## src/rtl/prg_arbiter.sv

```systemverilog
// prg_arbiter: shares one pseudorandom generator between NUM_REQ consumers.
// Requesters are served round-robin. Each draw pulses prg_start, waits for a
// fresh prg_done, and returns the 8-bit value to the granted requester.
// The generator seed is owned here and can be reloaded between draws.
// Optional: define PRG_TIMEOUT_EN to add a prg_done watchdog that sets a sticky err.
module prg_arbiter #(
    parameter int NUM_REQ = 4,
    parameter int TIMEOUT = 64
) (
    input  logic               clk,
    input  logic               rst_n,
    input  logic [NUM_REQ-1:0] req,
    output logic [NUM_REQ-1:0] gnt,
    output logic [7:0]         rnd_value,
    output logic [NUM_REQ-1:0] rnd_valid,
    input  logic               seed_load,
    input  logic [31:0]        seed_in,
    output logic               prg_start,
    output logic [31:0]        prg_seed,
    input  logic [7:0]         prg_value,
    input  logic               prg_done,
    output logic               busy,
    output logic               err
);
    localparam int          IW         = $clog2(NUM_REQ);
    localparam logic [31:0] SEED_RESET = 32'd2682981917;

    typedef enum logic [2:0] {IDLE, SEED, START, WAIT, DELIVER} state_t;

    state_t             state_q, state_d;
    logic [NUM_REQ-1:0] gnt_q, gnt_d;
    logic [NUM_REQ-1:0] rnd_valid_q, rnd_valid_d;
    logic [7:0]         rnd_value_q, rnd_value_d;
    logic               prg_start_q, prg_start_d;
    logic               busy_q, busy_d;
    logic [31:0]        prg_seed_q, prg_seed_d;
    logic [31:0]        shadow_q, shadow_d;
    logic               seed_pending_q, seed_pending_d;
    logic               armed_q, armed_d;
    logic [IW-1:0]      ptr_q, ptr_d;
    logic [IW-1:0]      gidx_q, gidx_d;

    logic               pick_found;
    logic [IW-1:0]      pick_idx;
    logic [IW-1:0]      cand_idx;
    logic [IW-1:0]      next_ptr;

`ifdef PRG_TIMEOUT_EN
    localparam int WW = $clog2(TIMEOUT + 1);
    logic          err_q, err_d;
    logic [WW-1:0] wdog_q, wdog_d;
`endif

    // Round-robin pick: first asserted req at or after the pointer, wrapping.
    always_comb begin
        pick_found = 1'b0;
        pick_idx   = '0;
        cand_idx   = '0;
        for (int i = 0; i < NUM_REQ; i++) begin
            cand_idx = IW'((int'(ptr_q) + i) % NUM_REQ);
            if (!pick_found && req[cand_idx]) begin
                pick_found = 1'b1;
                pick_idx   = cand_idx;
            end
        end
    end

    // Pointer value that moves the round-robin start just past the granted index.
    assign next_ptr = (int'(gidx_q) == NUM_REQ - 1) ? '0 : gidx_q + IW'(1);

    // Next-state and output computation for the draw sequencer.
    always_comb begin
        // NOTE: every signal gets a default first so no path through the case leaves it unassigned (no latches).
        state_d        = state_q;
        gnt_d          = gnt_q;
        rnd_valid_d    = '0;
        rnd_value_d    = rnd_value_q;
        prg_start_d    = 1'b0;
        prg_seed_d     = prg_seed_q;
        shadow_d       = shadow_q;
        seed_pending_d = seed_pending_q;
        armed_d        = armed_q;
        ptr_d          = ptr_q;
        gidx_d         = gidx_q;
`ifdef PRG_TIMEOUT_EN
        err_d          = err_q;
        wdog_d         = wdog_q;
`endif
        case (state_q)
            IDLE: begin
                if (seed_pending_q) begin
                    state_d = SEED;
                end else if (pick_found) begin
                    gnt_d           = '0;
                    gnt_d[pick_idx] = 1'b1;
                    gidx_d          = pick_idx;
                    prg_start_d     = 1'b1;
                    state_d         = START;
                end
            end
            SEED: begin
                prg_seed_d     = shadow_q;
                seed_pending_d = 1'b0;
                state_d        = IDLE;
            end
            START: begin
                armed_d = 1'b0;
                state_d = WAIT;
`ifdef PRG_TIMEOUT_EN
                wdog_d  = '0;
`endif
            end
            WAIT: begin
                // A done still high from the previous draw only counts after it was seen low.
                if (!prg_done) armed_d = 1'b1;
                if (armed_q && prg_done) begin
                    rnd_value_d = prg_value;
                    rnd_valid_d = gnt_q;
                    state_d     = DELIVER;
                end
`ifdef PRG_TIMEOUT_EN
                else if (wdog_q == WW'(TIMEOUT - 1)) begin
                    err_d   = 1'b1;
                    gnt_d   = '0;
                    ptr_d   = next_ptr;
                    state_d = IDLE;
                end else begin
                    wdog_d = wdog_q + WW'(1);
                end
`endif
            end
            DELIVER: begin
                gnt_d   = '0;
                ptr_d   = next_ptr;
                state_d = IDLE;
            end
            default: state_d = IDLE;
        endcase
        // Seed loads are accepted in every state; the latest one wins.
        if (seed_load) begin
            shadow_d       = seed_in;
            seed_pending_d = 1'b1;
        end
        busy_d = (state_d != IDLE);
    end

    // State and registered outputs.
    always_ff @(posedge clk or negedge rst_n) begin
        // NOTE: the seed shadow is reset along with everything else so prg_seed never loads an unknown value.
        if (!rst_n) begin
            state_q        <= IDLE;
            gnt_q          <= '0;
            rnd_valid_q    <= '0;
            rnd_value_q    <= '0;
            prg_start_q    <= 1'b0;
            busy_q         <= 1'b0;
            prg_seed_q     <= SEED_RESET;
            shadow_q       <= SEED_RESET;
            seed_pending_q <= 1'b0;
            armed_q        <= 1'b0;
            ptr_q          <= '0;
            gidx_q         <= '0;
`ifdef PRG_TIMEOUT_EN
            err_q          <= 1'b0;
            wdog_q         <= '0;
`endif
        end else begin
            // NOTE: non-blocking assignments so every flop samples the pre-edge values.
            state_q        <= state_d;
            gnt_q          <= gnt_d;
            rnd_valid_q    <= rnd_valid_d;
            rnd_value_q    <= rnd_value_d;
            prg_start_q    <= prg_start_d;
            busy_q         <= busy_d;
            prg_seed_q     <= prg_seed_d;
            shadow_q       <= shadow_d;
            seed_pending_q <= seed_pending_d;
            armed_q        <= armed_d;
            ptr_q          <= ptr_d;
            gidx_q         <= gidx_d;
`ifdef PRG_TIMEOUT_EN
            err_q          <= err_d;
            wdog_q         <= wdog_d;
`endif
        end
    end

    assign gnt       = gnt_q;
    assign rnd_valid = rnd_valid_q;
    assign rnd_value = rnd_value_q;
    assign prg_start = prg_start_q;
    assign prg_seed  = prg_seed_q;
    assign busy      = busy_q;
`ifdef PRG_TIMEOUT_EN
    assign err       = err_q;
`else
    assign err       = 1'b0;
`endif

endmodule

```

## config.mk

```make
export PLATFORM = sky130hd
export DESIGN_NAME = prg_arbiter
export DESIGN_NICKNAME = d
export VERILOG_FILES = /design/src/rtl/prg_arbiter.sv
export SDC_FILE = /design/constraint.sdc
export NUM_CORES = 1
export LEC_CHECK = 0
export ABC_CLOCK_PERIOD_IN_PS = 4600
export CAP_MARGIN = 10
export CELL_PAD_IN_SITES_DETAIL_PLACEMENT = 1
export CELL_PAD_IN_SITES_GLOBAL_PLACEMENT = 2
export CORE_MARGIN = 2
export CORE_UTILIZATION = 35
export DETAILED_ROUTE_END_ITERATION = 8
export HOLD_SLACK_MARGIN = 0.1
export PLACE_DENSITY_LB_ADDON = 0.1
export SYNTH_ARGS = -nofsm -noshare
export SYNTH_HDL_FRONTEND = slang
export SYNTH_SLANG_ARGS = --single-unit
```

## constraint.sdc

```tcl
create_clock -name clk -period 4.6 [get_ports clk]
set_input_delay 0.92 -clock clk [delete_from_list [all_inputs] [get_ports clk]]
set_output_delay 0.92 -clock clk [all_outputs]
set_load 0.05 [all_outputs]
```

# After elaboration in Yosys (flattened, before gate mapping)
# Cells that the tools add are included.
word_totals:
  inputBits: 48
  latch_bits: 0
  mem_count: 0
  mem_bits_ro: 0
  wordCells: 83
  ram_bits: 0
  ff_bits: 91
classes:
  reduce_logical: 17
  n_shift: 0
  mux: 35
  n_eq_ne: 8
  n_div: 0
  n_addsub: 4
  n_bitwise: 1
  n_mul: 0
  magnitude_cmp: 6
op_table:
  columns: ["operator", "count"]
  rows:
  - ["$mux W4", 4]
  - ["$lt A2 B3 Y1 const B", 5]
  - ["$mux W1", 15]
  - ["$mux W2", 5]
  - ["$mux W3", 3]
  - ["$pmux W3 S3", 1]
  - ["$bmux W1 S2", 4]
  - ["$pmux W4 S2", 1]
  - ["$eq A3 B2 Y1 const B", 2]
  - ["$ne A2 B2 Y1 const B", 3]
  - ["$reduce_and A3 Y1", 2]
  - ["$reduce_bool A2 Y1", 3]
  - ["$logic_and A1 B1 Y1", 5]
  - ["$add A2 B1 Y2 const B", 2]
  - ["$add A2 B2 Y2 const B", 2]
  - ["$reduce_and A2 Y1", 2]
  - ["$eq A3 B1 Y1 const B", 1]
  - ["$eq A3 B3 Y1 const B", 1]
  - ["$logic_not A1 Y1", 3]
  - ["$logic_not A3 Y1", 1]
  - ["$reduce_bool A3 Y1", 1]
  - ["$demux W1 S2", 1]
  - ["$eq A2 B1 Y1 const B", 1]
  - ["$ge A2 B1 Y1 const B", 1]
  - ["2 further kinds", 2]

# Depth between registers and ports, before layout
# Gate-level depths: netlist of run 1.
logic_depth:
  word_depth: 19
  depth_mapped: 6

# Least setup slack after synthesis of run 1
# Ideal clock, no wire load.
synth_timing:
  path_type: "input port to flip-flop"
  startpoint: "input port req[0]"
  endpoint: "register gidx_q[0]"
  setup_ns: 0.125
  n_path_buf: 0
  arrival_time_ns: 1.889
  setup_slack_ns: 2.586
  path_stages: 3
  t_required_ns: 4.475
  path_cell_list: "nor4_1 nor4_4 mux2_2"
synth_via:
  elab_chain_cells: 13
  elab_cells_between_ends: 23
  classes_between: "mux: 16; reduce/logical: 7"
synth_rtl:
  columns: ["item", "line_no", "source"]
  rows:
  - ["start: declaration", "12", "input logic [NUM_REQ-1:0] req,"]
  - ["$bmux W1 S2", "61", "if (!pick_found && req[cand_idx]) begin"]
  - ["$mux W1 (implied by the code)", "61", null]
  - ["$mux W1", "61", null]
  - ["$logic_not A1 Y1", "61", null]
  - ["$logic_and A1 B1 Y1", "61", null]
  - ["$mux W1", "61", null]
  - ["$logic_not A1 Y1", "61", null]
  - ["$logic_and A1 B1 Y1", "61", null]
  - ["$mux W1", "61", null]
  - ["$logic_not A1 Y1", "61", null]
  - ["$logic_and A1 B1 Y1", "61", null]
  - ["$mux W1", "61", null]
  - ["$reduce_and A3 Y1 (no source line)", null, null]
  - ["end signal: assignment", "180", "gidx_q <= gidx_d;"]
  - ["end: declaration", "41", "logic [IW-1:0] gidx_q, gidx_d;"]
# Parallel ways exist; a longest one is shown, timed or not. The select of a mux whose other input is x is not followed.
# A chain may end at the register's enable or synchronous reset.

# Worst setup path after layout of run 1
layout_timing:
  startpoint: "register prg_seed_q[22], in the netlist prg_seed[22]"
  endpoint: "output port prg_seed[22]"
layout_rtl:
  columns: ["item", "line_no", "source"]
  rows:
  - ["start: declaration", "36", "logic [31:0] prg_seed_q, prg_seed_d;"]
  - ["start signal: assignment", "175", "prg_seed_q <= prg_seed_d;"]
  - ["end: declaration", "19", "output logic [31:0] prg_seed,"]
# No word-level cell between the ends.

==> results of run 1 <==
==> Yosys cell counts, types with 2 or more instances <==
library cell,number
mux2_2,75
dfrtp_1,53
dfstp_2,38
nand2_1,8
nor2_1,7
nand2b_1,6
a21oi_1,5
a31o_2,4
and2_1,4
buf_2,4
buf_4,4
o21ai_0,4
clkbuf_1,3
o21bai_1,3
inv_1,2
nor2b_1,2
==> worst max path at each step <==
stage                      start            to  cells past startpoint
floorplan                 req[0]     gidx_q[0]                      3
global placement          req[0]    state_q[1]                      5
detailed placement        req[0]        gnt[1]                      5
CTS                 prg_seed[22]  prg_seed[22]                      1
global route         prg_seed[0]   prg_seed[0]                      1
finish              prg_seed[22]  prg_seed[22]                      1
==> metrics by stage <==
stage | setup WS [ns] | instance area [um^2] | hold WS [ns] | power [mW] | util
6_report | 1.96 | 4930 | 0.506 | 3.77 | 0.484
5_1_grt | 1.90 | 4930 | 0.527 | 3.97 | 0.484
4_1_cts | 1.93 | 4930 | 0.511 | 3.83 | 0.484
3_5_place_dp | 1.85 | 4710 | 0.493 | 3.20 | 0.462
3_3_place_gp | 1.87 | 4710 | 0.479 | 3.18 | 0.462
2_1_floorplan | 2.59 | 3620 | 0.456 | 2.61 | -
==> routing by layer <==
| layer | up-vias | part of all wire |
|---|---|---|
| met1 | 1126 | 0.46 |
| met3 | 10 | 0.080 |
| met2 | 70 | 0.44 |
| met5 | - | 0 |
| met4 | 0 | 0.019 |
| li1 | 1031 | - |
==> where the power goes <==
group	switching [mW]	total [mW]	internal [mW]	leakage (nW)
clock	0.283	0.604	0.321	0.108
sequential	0.176	1.33	1.15	1.03
combinational	1.11	1.84	0.728	0.867
total	1.57	3.77	2.20	2.00
==> area by class of cell <==
cell class	count	area share
Clock buffer	10	0.0279
Clock inverter	6	0.0180
Inverter	2	0.00152
Multi-Input combinational cell	133	0.247
Sequential cell	91	0.471
Tap cell	136	0.0345
Timing Repair Buffer	100	0.200
==> sequential cells by signal, summed over array words and instances, names as in the netlist <==
| register | count |
|---|---|
| ptr_q | 2 |
| busy | 1 |
| prg_start | 1 |
| shadow_q | 32 |
| state_q | 3 |
| seed_pending_q | 1 |
| rnd_value | 8 |
| gnt | 4 |
| gidx_q | 2 |
| armed_q | 1 |
| prg_seed | 32 |
| rnd_valid | 4 |
==> cells by family after synthesis <==
group / count (synthesis) / synth area share
other cells: 1 / 0.00104
compound gates: 23 / 0.0446
fa+ha+maj: 1 / 0.00346
simple gates: 33 / 0.0526
flops: 91 / 0.643
buf+inv: 14 / 0.0221
mux: 75 / 0.233
==> cells in the final DEF (no fill, tap or decap), types with 2 or more instances in the layout <==
cell type and instances:
dfrtp_1 53, dfstp_2 38, clkdlybuf4s50_1 95, o21ai_0 4
o21bai_1 3, a21oi_1 5, mux2_2 75, a31o_2 4
and2_1 4, nor2_1 7, nand2_1 8, buf_4 4
nand2b_1 6, inv_1 2, clkinvlp_4 2, nor2b_1 2
bufinv_16 2, clkbuf_8 10
==> metrics.md, run 1 <==
| Metric | Value |
|---|---|
| Outcome | completed |
| CP Data Required Time | 3.68 ns |
| Drt pass-1 iters | 4 |
| Die width | 106 um |
| Leak pwr | 2.00 nW |
| Rows | 37 |
| Routing usage on met3 | 0.0569 |
| IO Pins | 99 |
| CP arrival | 1.72 ns |
| Post-synth ARST share | 1.00 |
| Starting Density | 0.355 |
| Crit-path max cell delay | 0.83 ns |
| WHS Endpoint | ptr_q[0] |
| Worst-skew pair later-pin latency | 0.36 ns |
| Delay-heaviest family, CP | buffers and inverters |
| Via count | 2,237 |
| Resized cells post-CTS | 0 |
| CTS buffer count | 9 |
| Class of the worst hold path | reg -> reg |
| Critical path's slowest cell | clkdlybuf4s50_1 |
| Setup violators final | 0 |
| Sequential-to-total area share from yosys stat | 0.643 |
| Worst-Margin Slew | 0.881 ns |
| # placed instances | 462 |
| Post-synth top area share | 0.367 |
| Synth area leaders | dfrtp_1 37%, dfstp_2 28%, mux2_2 23% |
| Final Non-Filler Cells | 478 |
| Mapped Nets | 287 |
| Met1 usage | 0.184 |
| Crit. End Element | primary output |
| Hpwl dp | 5.00 mm |
| Hold Crit Depth | 1 |
| Port Buffer Count | 97 |
| RSZ-0062 raised after global routing | false |
| CTS Hold Bufs | 0 |
| F_max | 378 MHz |
| CTS tree | yes |
| Vias in the first global route | 2,342 |
| Post-CTS setup buffers | 0 |
| Hold_sp | gidx_q[0] |
| N_diodes | 0 |
| Post-synth top flop | dfrtp_1 |
| Area leader, netlist | dfrtp_1 |
| Ys Warns | 0 |
| Multi-input combinational cell area | 1220 um^2 |
| Avg Cell Area, Syn | 15.2 um^2 |
| Ratio of cells with drive above 1 in the final layout | 0.409 |
| Overall global routing resource usage | 0.141 |
| Die height | 106 um |
| CTS Root Cell | clkbuf_8 |
| Drt initial violations | 48 |
| Worst-path clk slew | 0.09 ns |
| Antenna violations before repair | 0 |
| Max H-tree Level | 3 |
| Peak supply drop | 0.382 mV |
| Fillers | 1,023 |
| Clock sink count | 91 |
| Period utilization | 0.575 |
| Startpoint Class | flop |
| Area growth, synth to finish | 36.4% |
| R2R Path End | prg_seed[6] |
| Buf+Inv Stages, Crit Path | 1 |
| First-pass GRT wire length | 12.1 mm |
| CTS max path bufs | 2 |
| FF+latch area | 2320 um^2 |
| Skew final | 0.0121 ns |
| Worst-path fanout max | 2 |
| Setup_tns | 0 ns |
| Met2 usage | 0.205 |
| R2R Setup Slk | 2.41 ns |
| PwrDens | 764 nW/um^2 |
| Fin. max-slew vios | 0 |
| GPL Wtd Cong | 0.728 |
| Total gr overflow | 0 |
| CP cell instances | clkdlybuf4s50_1 |
| GRT Max-Usage Layer | met2 |
| Max cap viols | 0 |
| Core Box Area | 10,200 um^2 |
| Routed len/inst | 15.4 um |
| Distinct cell type count after synthesis | 32 |
| Nets | 386 |
| Number of vias per cell | 4.68 |
| Max-slew headroom | 0.413 |
| Crit Path Class | reg -> out |
| Tmin final | 2.64 ns |
| Mapped Cells | 238 |
| R2R Path Start | state_q[2] |
| Die area | 11,200 um^2 |
| #FFs+latches synth | 91 |
| Post-Route WL | 7.36 mm |
| Synthesized area | 3620 um^2 |
| R2R depth | 3 |
| Pin count of the biggest net entering global routing | 73 |
| DRC Markers | 0 |
| Routed Antenna Nets | 0 |
| Fin. Hold Viols | 0 |
| Post-synth EDFFs | 0 |
Note: power is estimated with default switching activity, not from simulation.
==> run 2: changes to the inputs <==
--- a/config.mk
+++ b/config.mk
@@ -5,12 +5,12 @@
 export SDC_FILE = /design/constraint.sdc
 export NUM_CORES = 1
 export LEC_CHECK = 0
-export ABC_CLOCK_PERIOD_IN_PS = 4600
+export ABC_CLOCK_PERIOD_IN_PS = 2500
 export CAP_MARGIN = 10
 export CELL_PAD_IN_SITES_DETAIL_PLACEMENT = 1
 export CELL_PAD_IN_SITES_GLOBAL_PLACEMENT = 2
 export CORE_MARGIN = 2
-export CORE_UTILIZATION = 35
+export CORE_UTILIZATION = 32
 export DETAILED_ROUTE_END_ITERATION = 8
 export HOLD_SLACK_MARGIN = 0.1
 export PLACE_DENSITY_LB_ADDON = 0.1
==> constraint.sdc (replaced) <==
create_clock -name clk -period 2.5 [get_ports clk]
set_input_delay 0.5 -clock clk [delete_from_list [all_inputs] [get_ports clk]]
set_output_delay 0.5 -clock clk [all_outputs]
set_load 0.05 [all_outputs]
==> run 2 against run 1 <==
Against the previous run: first-iteration DRC count down 21%; hold slack got worse by 0.40 ns; critical path depth did not move; utilization shrank 1.9 points; via count hardly changed; sequential share of layout area fell by 1.4 points; critical path type unchanged; critical endpoint is now prg_seed[28]; largest cell class unchanged.
==> metrics.md, run 2 (synthesis results as in run 1) <==
| Metric | Value |
|---|---|
| Fin. max-slew vios | 0 (unchanged) |
| Worst-skew pair later-pin latency | 0.34 ns (-0.02 ns) |
| Starting Density | 0.331 (-0.0244) |
| CTS Hold Bufs | 0 (unchanged) |
| Startpoint Class | flop |
| CTS max path bufs | 2 (unchanged) |
| Peak supply drop | 0.577 mV (+51%) |
| Drt initial violations | 38 (-21%) |
| Via count | 2,236 (-0.045%) |
| Antenna violations before repair | 0 (unchanged) |
| Crit Path Class | reg -> out |
| Crit-path max cell delay | 0.83 ns (about the same) |
| Total gr overflow | 0 (unchanged) |
| Number of vias per cell | 4.61 (-1.5%) |
| IO Pins | 99 (unchanged) |
| Buf+Inv Stages, Crit Path | 1 (unchanged) |
| Resized cells post-CTS | 0 (unchanged) |
| Die height | 110 um (+4.4%) |
| Area growth, synth to finish | 40.6% |
| DRC Markers | 0 (unchanged) |
| Setup_tns | 0 ns (unchanged) |
| Post-layout total power | 7.33 mW (+94%) |
| GPL Wtd Cong | 0.701 (-3.6%) |
| Die width | 110 um (+4.4%) |
| Hpwl dp | 5.05 mm (+0.95%) |
| CTS buffer count | 9 (unchanged) |
| Leak pwr | 2.07 nW (+3.6%) |
| Drt pass-1 iters | 4 (unchanged) |
| Worst-Margin Slew | 0.540 ns (-0.340 ns) |
| Most common library cell in the layout ignoring fill and taps | clkdlybuf4s50_1 |
| Delay-heaviest family, CP | buffers and inverters |
| Clock sink count | 91 (unchanged) |
| Most frequent cells in the layout | 95 x clkdlybuf4s50_1, 75 x mux2_2, 53 x dfrtp_1, 38 x dfstp_2, 10 x clkbuf_16 |
| Max H-tree Level | 3 (unchanged) |
| CTS tree | yes |
| CP cell instances | clkdlybuf4s50_1 |
| Tmin final | 2.19 ns |
| Post-Route WL | 7.47 mm (+1.6%) |
| N_diodes | 0 (unchanged) |
| PwrDens | 1440 nW/um^2 (+89%) |
| Skew final | 0.00815 ns (-0.00394 ns) |
| Core Box Area | 10,900 um^2 (+7.4%) |
| CP Data Required Time | 2.00 ns (-1.68 ns) |
| Pin count of the biggest net entering global routing | 60 (-18%) |
| Outcome | completed |
| Max cap viols | 0 (unchanged) |
| Port Buffer Count | 97 (unchanged) |
| Fin. Hold Viols | 0 (unchanged) |
| RSZ-0062 raised after global routing | false |
| CTS Root Cell | clkbuf_16 |
| Ratio of cells with drive above 1 in the final layout | 0.409 (-0.000661) |
| Rows | 38 (+2.7%) |
| Period utilization | 0.877 |
| F_max | 456 MHz |
| Setup violators final | 0 (unchanged) |
| Class of the worst hold path | in -> async |
| Max-slew headroom | 0.639 (+0.226) |
| Crit. End Element | primary output |
| Worst-path clk slew | 0.06 ns (-0.03 ns) |
| Routed len/inst | 15.4 um (+0.15%) |
| Critical path's slowest cell | clkdlybuf4s50_1 |
| Vias in the first global route | 2,404 (+2.6%) |
| Worst-path fanout max | 2 (unchanged) |
| Die area | 12,200 um^2 (+9.0%) |
| CP arrival | 1.69 ns (-0.03 ns) |
| Routed Antenna Nets | 0 (unchanged) |
| First-pass GRT wire length | 12.0 mm (-0.80%) |
| Post-CTS setup buffers | 0 (unchanged) |
| Overall global routing resource usage | 0.133 (-0.00792) |
| Nets | 389 (+0.78%) |
-- run 2: cell types whose count changed in the layout (fill, tap and decap cells not counted) --
cell / before / now
clkbuf_8: 10 / 1
buf_12: 0 / 1
clkinv_4: 1 / 0
buf_4: 4 / 6
clkinvlp_4: 2 / 1
clkinv_2: 1 / 0
clkbuf_1: 0 / 2
clkbuf_16: 0 / 10
-- run 2: power by group --
group	internal (mW)	switching [mW]
logic	1.34	2.04
registers	2.12	0.316
clock network	0.965	0.539
-- run 2: final cells by class --
class	instances	area, um^2
Timing Repair Buffer	103	1020
Sequential cell	91	2320
Clock inverter	3	67.6
Multi-Input combinational cell	133	1220
Clock buffer	13	272
Fill cell	1128	5850
Inverter	2	7.51
Tap cell	140	175
-- run 2: final timing paths --
path                              start      endpoint  slack (ns)  cells after the start
max in group asynchronous         rst_n  prg_seed[16]        1.67                      2
hold / removal                    rst_n  rnd_valid[2]        0.11                      1
hold reg to reg               gidx_q[0]      ptr_q[0]        0.50                      1
setup / recovery           prg_seed[28]  prg_seed[28]        0.31                      1
min in group clk              gidx_q[0]      ptr_q[0]        0.50                      1
setup reg to reg             state_q[1]     gidx_q[1]        0.75                      3
-- run 2: layer usage --
metal  global-route usage  share of wire  vias up
met5                    0              0        -
met4               0.0536          0.017        0
met3               0.0629          0.081        8
met2                0.205           0.47       56
met1                0.160           0.43     1139
li1                     -              -     1033
-- run 2: stage by stage --
stage | instances | utilization | hold WS [ns] | cell area [um^2] | setup WS [ns]
after floorplan | 238 | - | 0.204 | 3620 | 0.906
after global placement | 469 | 0.434 | 0.481 | 4750 | 0.334
after detailed placement | 469 | 0.434 | 0.487 | 4750 | 0.325
after CTS | 485 | 0.465 | 0.125 | 5090 | 0.287
after global routing | 485 | 0.465 | 0.132 | 5090 | 0.249
final | 485 | 0.465 | 0.109 | 5090 | 0.308
